[src/rtl/id_ex_stage.sv]
// id_ex_stage
// ID/EX pipeline register plus the load-use hazard controller for the
// 3-bit-register-address RISC-V core.
//
// Parameters:
//   REG_W    register address width
//   LOAD_LAT load-use stall length in cycles (legal range 1..3)
//
// Ports:
//   clk, rst_n                         clock (rising edge), async active-low reset
//   id_valid                           ID holds a real instruction
//   id_rs, id_rt, id_rd                decoded addresses from ID
//   id_uses_rs, id_uses_rt             instruction actually reads rs / rt
//   id_reg_write/mem_read/mem_write    decoded control from ID
//   ex_taken                           branch/jump resolved taken in EX
//   mem_busy                           data memory not ready, freeze front end
//   id_ex_valid, id_ex_rs/rt/rd        registered ID/EX contents
//   id_ex_reg_write/mem_read/mem_write registered control
//   pc_write, if_id_write, if_id_flush front-end control
//   hazard_stall                       load-use stall active this cycle
//   stall_cycles                       saturating load-use stall counter
//
// Optional feature: define ID_EX_STALL_CNT_EN to build the stall_cycles counter;
// otherwise stall_cycles is tied to zero.
module id_ex_stage #(
  parameter int unsigned REG_W    = 3,
  parameter int unsigned LOAD_LAT = 1
) (
  input  logic             clk,
  input  logic             rst_n,
  input  logic             id_valid,
  input  logic [REG_W-1:0] id_rs,
  input  logic [REG_W-1:0] id_rt,
  input  logic [REG_W-1:0] id_rd,
  input  logic             id_uses_rs,
  input  logic             id_uses_rt,
  input  logic             id_reg_write,
  input  logic             id_mem_read,
  input  logic             id_mem_write,
  input  logic             ex_taken,
  input  logic             mem_busy,
  output logic             id_ex_valid,
  output logic [REG_W-1:0] id_ex_rs,
  output logic [REG_W-1:0] id_ex_rt,
  output logic [REG_W-1:0] id_ex_rd,
  output logic             id_ex_reg_write,
  output logic             id_ex_mem_read,
  output logic             id_ex_mem_write,
  output logic             pc_write,
  output logic             if_id_write,
  output logic             if_id_flush,
  output logic             hazard_stall,
  output logic [15:0]      stall_cycles
);

  typedef enum logic {StRun, StStall} state_e;

  // Cycles still to spend in StStall after the cycle that detected load-use.
  localparam logic [1:0] StallInit = 2'(LOAD_LAT - 1);

  state_e     state_q, state_d;
  logic [1:0] cnt_q, cnt_d;
  logic       load_use;
  logic       ex_load;    // ID/EX register updates this cycle
  logic       ex_bubble;  // ...and the update is a bubble

  assign load_use = id_valid && id_ex_valid && id_ex_mem_read && (id_ex_rd != '0) &&
                    ((id_uses_rs && (id_rs == id_ex_rd)) ||
                     (id_uses_rt && (id_rt == id_ex_rd)));

  // State register
  always_ff @(posedge clk or negedge rst_n) begin
    if (!rst_n) begin
      state_q <= StRun;
      cnt_q   <= 2'd0;
    end else begin
      state_q <= state_d;
      cnt_q   <= cnt_d;
    end
  end

  // Next state; rule priority is freeze > redirect > stall > load-use > run
  always_comb begin
    state_d   = state_q;
    cnt_d     = cnt_q;
    ex_load   = 1'b0;
    ex_bubble = 1'b0;
    if (mem_busy) begin
      // everything holds
    end else if (ex_taken) begin
      ex_load   = 1'b1;
      ex_bubble = 1'b1;
      state_d   = StRun;
      cnt_d     = 2'd0;
    end else if (state_q == StStall) begin
      ex_load   = 1'b1;
      ex_bubble = 1'b1;
      cnt_d     = cnt_q - 2'd1;
      if (cnt_q == 2'd1) state_d = StRun;
    end else if (load_use) begin
      ex_load   = 1'b1;
      ex_bubble = 1'b1;
      if (LOAD_LAT > 1) begin
        state_d = StStall;
        cnt_d   = StallInit;
      end
    end else begin
      ex_load   = 1'b1;
      ex_bubble = !id_valid;
    end
  end

  // Front-end control outputs; all low while reset is held
  always_comb begin
    pc_write     = 1'b0;
    if_id_write  = 1'b0;
    if_id_flush  = 1'b0;
    hazard_stall = 1'b0;
    if (!rst_n) begin
      // all low
    end else if (mem_busy) begin
      hazard_stall = (state_q == StStall);
    end else if (ex_taken) begin
      pc_write    = 1'b1;
      if_id_write = 1'b1;
      if_id_flush = 1'b1;
    end else if (state_q == StStall || load_use) begin
      hazard_stall = 1'b1;
    end else begin
      pc_write    = 1'b1;
      if_id_write = 1'b1;
    end
  end

  // ID/EX pipeline register
  always_ff @(posedge clk or negedge rst_n) begin
    if (!rst_n) begin
      id_ex_valid     <= 1'b0;
      id_ex_rs        <= '0;
      id_ex_rt        <= '0;
      id_ex_rd        <= '0;
      id_ex_reg_write <= 1'b0;
      id_ex_mem_read  <= 1'b0;
      id_ex_mem_write <= 1'b0;
    end else if (ex_load) begin
      if (ex_bubble) begin
        id_ex_valid     <= 1'b0;
        id_ex_rs        <= '0;
        id_ex_rt        <= '0;
        id_ex_rd        <= '0;
        id_ex_reg_write <= 1'b0;
        id_ex_mem_read  <= 1'b0;
        id_ex_mem_write <= 1'b0;
      end else begin
        id_ex_valid     <= 1'b1;
        id_ex_rs        <= id_rs;
        id_ex_rt        <= id_rt;
        id_ex_rd        <= id_rd;
        id_ex_reg_write <= id_reg_write;
        id_ex_mem_read  <= id_mem_read;
        id_ex_mem_write <= id_mem_write;
      end
    end
  end

`ifdef ID_EX_STALL_CNT_EN
  logic [15:0] stall_cnt_q;

  always_ff @(posedge clk or negedge rst_n) begin
    if (!rst_n) begin
      stall_cnt_q <= 16'h0000;
    end else if (hazard_stall && !mem_busy && (stall_cnt_q != 16'hFFFF)) begin
      stall_cnt_q <= stall_cnt_q + 16'h0001;
    end
  end

  assign stall_cycles = stall_cnt_q;
`else
  assign stall_cycles = 16'h0000;
`endif

endmodule

[config.mk]
export PLATFORM = sky130hd
export DESIGN_NAME = id_ex_stage
export DESIGN_NICKNAME = d
export VERILOG_FILES = /design/src/rtl/id_ex_stage.sv
export SDC_FILE = /design/constraint.sdc
export NUM_CORES = 1
export LEC_CHECK = 0
export ABC_AREA = 1
export CELL_PAD_IN_SITES_DETAIL_PLACEMENT = 0
export CELL_PAD_IN_SITES_GLOBAL_PLACEMENT = 1
export CORE_ASPECT_RATIO = 0.6
export CORE_MARGIN = 10
export CORE_UTILIZATION = 28
export CTS_BUF_LIST = sky130_fd_sc_hd__clkbuf_2
export DETAILED_ROUTE_END_ITERATION = 10
export PLACE_DENSITY = 0.92
export SETUP_SLACK_MARGIN = 0.02
export SYNTH_ARGS = -nofsm -noshare
export SYNTH_HDL_FRONTEND = slang
export SYNTH_SLANG_ARGS = --single-unit
[constraint.sdc]
create_clock -name clk -period 1.5 [get_ports clk]
set_input_delay 0.3 -clock clk [delete_from_list [all_inputs] [get_ports clk]]
set_output_delay 0.3 -clock clk [all_outputs]
set_load 0.02 [all_outputs]
Word-level counts from Yosys, hierarchy flattened:

Cells that the tools add are included.

* bits in registers: 16
* input port bits: 19
* output and inout bits: 33
* logic and storage cells: 53

* add/sub/neg operators: 1
* equal/unequal tests: 3
* multiplexer cells: 27
* bitwise operators: 1
* reductions and logical operators: 12

Operators by type and width (count)
* $mux W1: 22
* $mux W3: 3
* $eq A3 B3 Y1: 2
* $logic_and A1 B1 Y1: 6
* $mux W2: 2
* $reduce_bool A3 Y1: 1
* $eq A2 B1 Y1 const B: 1
* $logic_or A1 B1 Y1: 2
* $reduce_and A2 Y1: 1
* $reduce_bool A2 Y1: 1
* $sub A2 B1 Y2 const B: 1
* $logic_not A1 Y1: 1
* $not A1 Y1: 1

Logic depth before layout (Yosys ltp):

Gate-level depths: netlist of the first run.

* depth in word-level cells: 9
* depth in mapped cells: 10
* depth with buffers taken out: 9

Least setup slack after synthesis of the first run:

Ideal clock, no wire load.

* kind: reg-to-output
* start point: register id_ex_rd[2]
* end point: output pc_write
* arrival: 1.562 ns
* required time: 1.200 ns
* path slack: -0.362 ns
* stages on the path, launching flop included: 11
* path buffers: 1
* path through: dfrtp_1 inv_2 nand2_1 nand2_1 nor2_2 nand2_1 nand2_1 nand2_2 nand2_1 a21oi_1 buf_4

* longest elaborated chain between the ends: 9
* elaborated cells between the ends (all ways): 13
* classes of those cells: eq/ne: 2; mux: 4; reduce/logical: 7

RTL lines
* from (decl): line 45 `output logic [REG_W-1:0] id_ex_rd,`
* from (signal assigned): line 158 `id_ex_rd <= id_rd;`
* $eq A3 B3 Y1, on equally long branches: line 68, 69
* $logic_and A1 B1 Y1, on equally long branches: line 68, 69
* $logic_or A1 B1 Y1: line 68 `((id_uses_rs && (id_rs == id_ex_rd)) ||`
* $logic_and A1 B1 Y1 *: line 67 `assign load_use = id_valid && id_ex_valid && id_ex_mem_read && (id_ex_rd != '0) &&`
* $logic_or A1 B1 Y1 *: line 127 `end else if (state_q == StStall || load_use) begin`
* $mux W1 * (4 in a row)
* to (decl): line 49 `output logic pc_write,`

Mark *: on every way between the ends. The rest lies on a longest branch, timed or not.

Worst setup path in the final report of the first run:

* start point: register id_ex_rd[1]
* end point: output pc_write

* longest elaborated chain between the ends: 9
* elaborated cells between the ends (all ways): 13
* classes of those cells: eq/ne: 2; mux: 4; reduce/logical: 7

RTL lines
* $eq A3 B3 Y1, on equally long branches: line 68, 69
* $logic_and A1 B1 Y1, on equally long branches: line 68, 69
* $logic_or A1 B1 Y1: line 68
* $logic_and A1 B1 Y1 *: line 67
* $logic_or A1 B1 Y1 *: line 127
* $mux W1 *: line 127
* $mux W1 *: line 123 `end else if (ex_taken) begin`
* $mux W1 *: line 121 `end else if (mem_busy) begin`
* $mux W1 *: line 119 `if (!rst_n) begin`

Marked as above.

==> results by stage, run 1 <==
Layout:
- Relative to the synthesized area, the layout overhead comes to 45.4%.
- At the end of the flow, the number of nets in the layout was about 210.
- The count of inserted antenna diode cells is 0.
- The fraction of the core area covered by cells at the end of the flow is between 40 and 50%.
- Of the cells placed in the final design, the portion with a size suffix greater than 1 is about a quarter.
- The library cell used most frequently in the layout, excluding fill and tap cells, is nand2_1.
- Leaving out fill and tap cells, the most frequent cells in the layout are nand2_1 (45), buf_4 (20), dlygate4sd2_1 (18), conb_1 (16), dfrtp_1 (13).

STA:
- Setup repair after global routing could not meet its margin everywhere.
- The number of failing hold endpoints at the final stage is 0.
- The final worst-path cycle share is 125%.
- The max-slew violation total from the final report is 0.
- On the final layout, the worst hold slack is 0.0265 ns.
- The sum of negative setup slack is -1.09 ns.
- Across the routed clock network, the largest skew measured is 0.0198 ns.
- The final setup violation count is 3.
- The worst setup margin is -0.380 ns.
- Derived from the worst setup path, the maximum achievable clock frequency is around 530 MHz.
- The worst path in the final design needs a cycle of 1.88 ns, including I/O delays and setup.

Synthesis:
- Synthesis handed over a netlist of 136 instances.
- The count of unique library cells instantiated by Yosys is 23.
- The flop and latch count out of synthesis is 16.
- After synthesis the cells add up to roughly 1000 sq um.
- The average size of a mapped cell is 7.58 sq um.
- The Yosys step of the flow raised 0 warnings.
- Sequential elements use 38.8% of the synthesized area.

Drt:
- The number of remaining DRC errors is 0.
- The remaining antenna violation count is 0.
- The routed design has 3120 um of wire.
- Detailed routing placed a total of ~280 um of wire on met3.
- The routed wire length per instance is approximately 13 um.
- The first routing iteration left 19 violations.
- The first TritonRoute pass finished after 4 iterations.
- Routed signal wires occupy layers up through met3.
- For this block, the via count after detailed routing is between 900 and 1,000.
- In the routed layout, each cell is associated on average with a via count of 4.24.
- The detailed-routing wirelength on met1 is about 1500 um.
- The total met2 wirelength after detailed routing is 1390 um.

Critical path:
- The delay of the slowest cell on the worst path is approximately 0.48 ns.
- For this design, the slowest cell found on the critical path is dfrtp_2.
- The worst setup path is captured at a primary output.
- The cell family with the largest share of critical-path delay is flip-flops.
- The maximum fanout along the worst path is 5.
- The critical path's most frequent cell is nand2_1.
- The critical path buffer and inverter count is 2.
- The endpoint identified for the worst register-to-register timing path is id_ex_rt[1]$_DFFE_PN0N_.
- STA classifies the critical path startpoint as a register.
- The setup check on the worst reg-to-reg path leaves a slack of 0.10 ns.
- Traced cell by cell, the critical path runs through inv_2, nand2_1, nand2_1, nor2_1, nand2_1, nand2_1, nand2_2, nand2_2, a21oi_4, buf_6.
- The logic depth of the worst register-to-register path is 10.
- The critical register-to-register path startpoint is id_ex_rd[1]$_DFFE_PN0N_.
- The worst endpoint required time is 1.20 ns.
- The critical path start-end classification is reg2out.
- For the worst setup path, the data arrival time is roughly 1.6 ns.

Die:
- The initial utilization of the core area, before any placement, comes to 30.3%.
- The placeable core area is between 3000 and 4000 sq um.
- The floorplan step defined a die boundary enclosing 6590 sq um.
- The number of rows created at floorplan is 16.
- The floorplan step set the die width to 98.3 um.
- In this run the vertical extent of the chip is around 67 um.
- In this run the count of I/O pins placed on the die edge is 52.

Global route:
- Entering global routing, the biggest net connects 16 pins.
- The number of antenna violations at the first check in global routing is 0.
- Global routing used 9.22% of the available tracks across all layers.
- The first global-routing pass estimated roughly 5000 um of wire.
- Summed over all layers, the global routing overflow is 0.
- The via count of the first global-routing pass is between 900 and 1,000.

Placed design:
- The number of buffers inserted by port buffering is 35.
- After legalization and detailed placement, the total HPWL measured approximately 2500 um.
- The post-place setup slack is -0.877 ns.
- At the end of routability-driven placement, the weighted congestion stood at around 0.82.

Status:
- The flow ran to the end, but the final reports show violations.
- The final reports fail on setup timing.

Flow run:
- Across the run, the number of max-cap violations was 0.

Clock network:
- The number of buffers created by CTS is 3.
- The number of clock sinks seen by CTS is 16.
- TritonCTS built the clock tree.
- The clock transition at the register clock pins on the worst setup and hold paths after CTS is around 0.16 ns.
- The clock root buffer is clkbuf_2.
- At the later pin of the worst-skew pair, clock insertion delay measures 0.29 ns.
- Counting along the longest clock path gives a buffer depth of 2.
- The CTS H-tree depth is 1.
- The post-CTS setup buffer count is 0.

Power:
- Power spread over the standard cell area amounts to ~640 nW/um^2.
- The static leakage is 0.845 nW.
- The worst-case IR drop observed on VDD is approximately 0.41 mV.

Hold path:
- The class of the most critical hold timing path is in2async.
kinds of logic after synthesis:
family | share of synthesized area [%]
other cells | 0.364
flops | 38.8
buf+inv | 22.0
fa+ha+maj | 1.21
compound gates | 5.22
simple gates | 32.4
layer usage:
layer  track usage, %  vias up
met5                0        -
met1             12.2      455
met4                0        0
li1                 -      503
met2             13.6       30
met3             4.94        0
stage by stage:
step	area, sq um	std cells	total power [mW]
5_1_grt	1500	233	1.00
3_5_place_dp	1480	228	0.776
4_1_cts	1490	232	0.959
3_3_place_gp	1480	228	0.775
6_report	1500	233	0.952
2_1_floorplan	1120	151	0.649
registers in the layout, indices dropped and copies added (netlist names):
signal,count
cnt_q,2
id_ex_mem_read,1
id_ex_mem_write,1
id_ex_rd,3
id_ex_reg_write,1
id_ex_rs,3
id_ex_rt,3
id_ex_valid,1
state_q,1
repair_timing:
item	4_1_cts	5_1_grt
endpoints found under the setup margin	27	20
hold buffers	0	1
pin swaps	3	1
resized for setup	48	5
endpoints found under the hold margin	0	6
how the worst max path moves through the flow:
stage | slack (ns) | cells after the start | to | from
floorplan | -0.11 | 10 | pc_write | id_ex_rd[1]$_DFFE_PN0N_
global placement | -0.88 | 10 | hazard_stall | id_rs[1]
detailed placement | -0.88 | 10 | pc_write | id_rs[0]
CTS | -0.40 | 10 | pc_write | id_ex_rd[1]$_DFFE_PN0N_
global route | -0.53 | 10 | pc_write | id_ex_rd[1]$_DFFE_PN0N_
finish | -0.38 | 10 | pc_write | id_ex_rd[1]$_DFFE_PN0N_
power by group:
part | leakage [nW] | total (mW) | internal (mW) | switching (mW)
clock network | 0.0166 | 0.201 | 0.0707 | 0.131
logic | 0.616 | 0.282 | 0.118 | 0.164
registers | 0.213 | 0.469 | 0.453 | 0.0157
total | 0.845 | 0.952 | 0.642 | 0.310
layout make-up:
cell class / count / area [sq um]
clock buffer: 4 / 20.0
fill: 377 / 1900
inverter: 12 / 47.5
multi-input combinational: 101 / 492
sequential: 16 / 404
tap: 45 / 56.3
timing repair buffer: 55 / 479
Yosys cell counts (all sizes together):
library cell   n  area share, %
dfrtp         16             39
conb           1           0.36
a21oi          4            2.3
inv           12            4.6
nor2          11            4.5
buf           21             16
o21a           1           0.73
nand3          3            1.9
o211ai         1           0.73
o31ai          1           0.73
ha             1            1.2
a211oi         1           0.73
nand4         12            7.3
dlymetal6s2s   1            1.2
nand2         50             19
worst register-to-register path, delay by kind of cell, from the launching register on:
family | cells | cell delay (ns)
AND/OR/NAND/NOR | 8 | 0.56
flip-flops | 1 | 0.48
buffers and inverters | 2 | 0.31
Power figures use the tool's default switching activity.
==> run 2, diff against run 1 <==
CORE_ASPECT_RATIO = not set   (was 0.6)
==> run 2 against run 1 <==
Net effect:
- the run still ends with setup timing left
- clock skew decreased by 0.00054 ns
- sequential power is essentially flat
- routed wire length up 0.93%
- non-clock buffer count grew 6
- combinational power up 7%
- largest power group unchanged
==> results by stage, run 2 (synthesis gave the netlist of run 1 again) <==
Hold path:
- The class of the most critical hold timing path is in2async.

Clock network:
- The clock drives 16 sinks.
- The clock passes through at most 2 buffers.
- The clock root buffer is clkbuf_2.
- TritonCTS built the clock tree.
- Hold repair after CTS inserted 0 buffers.
- The insertion delay to the later sink of the worst-skew pair is around 0.31 ns.
- The CTS H-tree depth is 1.
- TritonCTS created 3 clock buffers.
- Clock-pin slew was measured on the worst setup and hold paths at between 0.15 and 0.2 ns.

Critical path:
- The critical register-to-register path startpoint is id_ex_rd[1]$_DFFE_PN0N_.
- STA classifies the critical path endpoint as a primary output.
- Data arrives at the worst endpoint at ~1.6 ns.
- The logic depth of the worst register-to-register path is 8.
- The worst endpoint required time is ~1.2 ns.
- The setup slack of the most critical reg-to-reg path is around 0.07 ns.
- The endpoint identified for the worst register-to-register timing path is id_ex_reg_write$_DFFE_PN0N_.
- Of all nets on the critical path, the largest fanout is 4.
- The critical path starts at id_ex_rd[1]$_DFFE_PN0N_.
- STA classifies the critical path startpoint as a register.
- The worst setup path is of the reg2out kind.

Power:
- VDD sags by at most between 0.2 and 0.25 mV.
- For this design the ratio of total power to cell area is roughly 630 nW/um^2.
- The static leakage is ~0.87 nW.

Global route:
- The sum of overflow across all layers after global routing is 0.
- The number of antenna violations at the first check in global routing came to 0.
- The via count of the first global-routing pass was between 1,000 and 1,500.
- The maximum number of pins on one net before global-route repair is 14.
- For this run, the total global-route usage over all layers was measured as around 10%.
- The first global-routing pass estimated 5110 um of wire.

Layout:
- The number of antenna diodes in the final layout is 0.
- The top cell types in the final layout, fill and taps aside, are nand2_1 (45), buf_4 (26), conb_1 (16), dlygate4sd2_1 (15), dfrtp_1 (13).
- Summing all non-filler instances in the final layout gives an area of roughly 1600 sq um.
- Relative to the synthesized area, the layout overhead comes to 50.8%.
- The commonest non-fill, non-tap cell in the layout is nand2_1.
- After the last flow step, the layout net total stands at 215.
- The post-route netlist has between 20 and 30% of its cells at a drive strength greater than 1.
- The filler cells instantiated in the layout total approximately 370.
- The largest registers in the layout are id_ex_rd: 3 flops, id_ex_rs: 3 flops, id_ex_rt: 3 flops.

Drt:
- The detailed router placed around 1,000 vias in this run.
- The remaining antenna violation count is 0.
- In the final routed layout, each cell accounts on average for roughly 13 um.
- The number of iterations in the first detailed-routing pass is 4.
- The via count normalized by instance count is ~4.2.
- The number of remaining DRC errors is 0.
- Wires add up to about 3100 um.
- The DRC marker count from the first detailed-route iteration is 63.

Placed design:
- Timing analysis after detailed placement gives a worst setup slack of -0.846 ns.
- The final estimated routing congestion in global placement is 0.779.
- The number of buffers inserted by port buffering is 35.
- The standard cell area after detailed placement is roughly 1500 sq um.
- The wire-length estimate of the detail-placed layout is 2520 um.

STA:
- Setup repair after global routing could not meet its margin everywhere.
- The final setup violation count is 3.
- In this run the tightest slew margin relative to its limit is 64.2%.
- The max-slew violation total from the final report is 0.
- The minimum period implied by the final worst setup slack is between 1.5 and 2 ns.
- The fmax is 526 MHz.
- The final worst-path cycle share is 127%.
- The number of failing hold endpoints at the final stage is 0.
- At the pin with the least slew margin, the transition time is around 0.54 ns.
- The worst setup margin is -0.402 ns.
- The worst clock skew is approximately 0.019 ns.

Die:
- In this run the vertical extent of the chip is about 80 um.
- The full die area is about 6500 sq um.
- For this configuration, the core starts out at a cell density of between 20% and 30%.
- The placeable core area is about 3400 sq um.
- Pin placement for this block handled 52 I/O pins.
- The floorplan has 21 rows.
- Measured along the x axis, the die boundary spans 80.7 um.

Status:
- The flow ran to the end, but the final reports show violations.
- The final reports fail on setup timing.

Flow run:
- Max-cap violations in this run came to 0.
==> run 2: cell count changes in the layout (fill, tap and decap cells not counted), moves of 2 or more <==
cell,change
clkdlybuf4s50_1,+2
buf_4,+6
nor2_2,+2
dlygate4sd2_1,-3
buf_6,+2
==> run 2: stage by stage <==
step | util (%) | setup TNS [ns] | cells | hold WS (ns) | total power [mW]
5_1_grt | 45.2 | -1.54 | 240 | 0.0725 | 1.04
3_3_place_gp | 43.9 | -6.25 | 231 | 0.466 | 0.780
4_1_cts | 44.6 | -1.10 | 239 | 0.0727 | 0.987
2_1_floorplan | - | -0.112 | 151 | 0.00441 | 0.649
3_5_place_dp | 43.9 | -7.10 | 231 | 0.474 | 0.783
6_report | 45.2 | -1.16 | 240 | 0.0774 | 0.986
==> run 2: worst max-delay path by stage <==
stage / end / cells after the start
after floorplan: pc_write / 10
after global placement: if_id_write / 10
after detailed placement: if_id_write / 10
after CTS: if_id_write / 10
after global routing: if_id_write / 10
final: if_id_write / 8
==> run 2: cell type report <==
class / count / area, sq um / area share, %
well taps: 46 / 57.6 / 3.70
inverters: 12 / 47.5 / 3.06
clock buffers: 4 / 20.0 / 1.29
flip-flops and latches: 16 / 404 / 26.0
repair buffers: 61 / 533 / 34.3
multi-input cells: 101 / 493 / 31.7
==> run 2: metal layers <==
layer  global-route usage (%)  routed length (um)
met5                        0                   0
met4                     3.11                  12
met3                     3.45                 296
met2                     16.1                1540
met1                     11.6                1300
==> run 2: worst max-delay path: stages (launching register included) <==
cell,delay [ns]
dfrtp_2,0.47
inv_2,0.08
buf_4,0.10
buf_4,0.09
a21oi_2,0.05
nand2_2,0.11
nand2_2,0.08
a21oi_4,0.17
buf_6,0.14
==> run 2: what timing repair did <==
action                                  in CTS  in global routing
pin swaps                                    2                  5
gates resized for setup                     56                  8
buffers inserted                             4                  3
endpoints found under the setup margin      21                 20
==> run 2: report_power, final <==
part | leakage, nW | switching, mW | total (mW) | internal (mW)
Clock | 0.0166 | 0.145 | 0.215 | 0.0706
Sequential | 0.213 | 0.0156 | 0.469 | 0.453
Combinational | 0.638 | 0.167 | 0.301 | 0.134
Total | 0.867 | 0.327 | 0.986 | 0.658
==> run 3, diff against run 2 <==
GPL_ROUTABILITY_DRIVEN = 0   (was not set)
==> results of run 3 <==
Same layout as run 2: the final DEF is identical, and so are final timing and power.
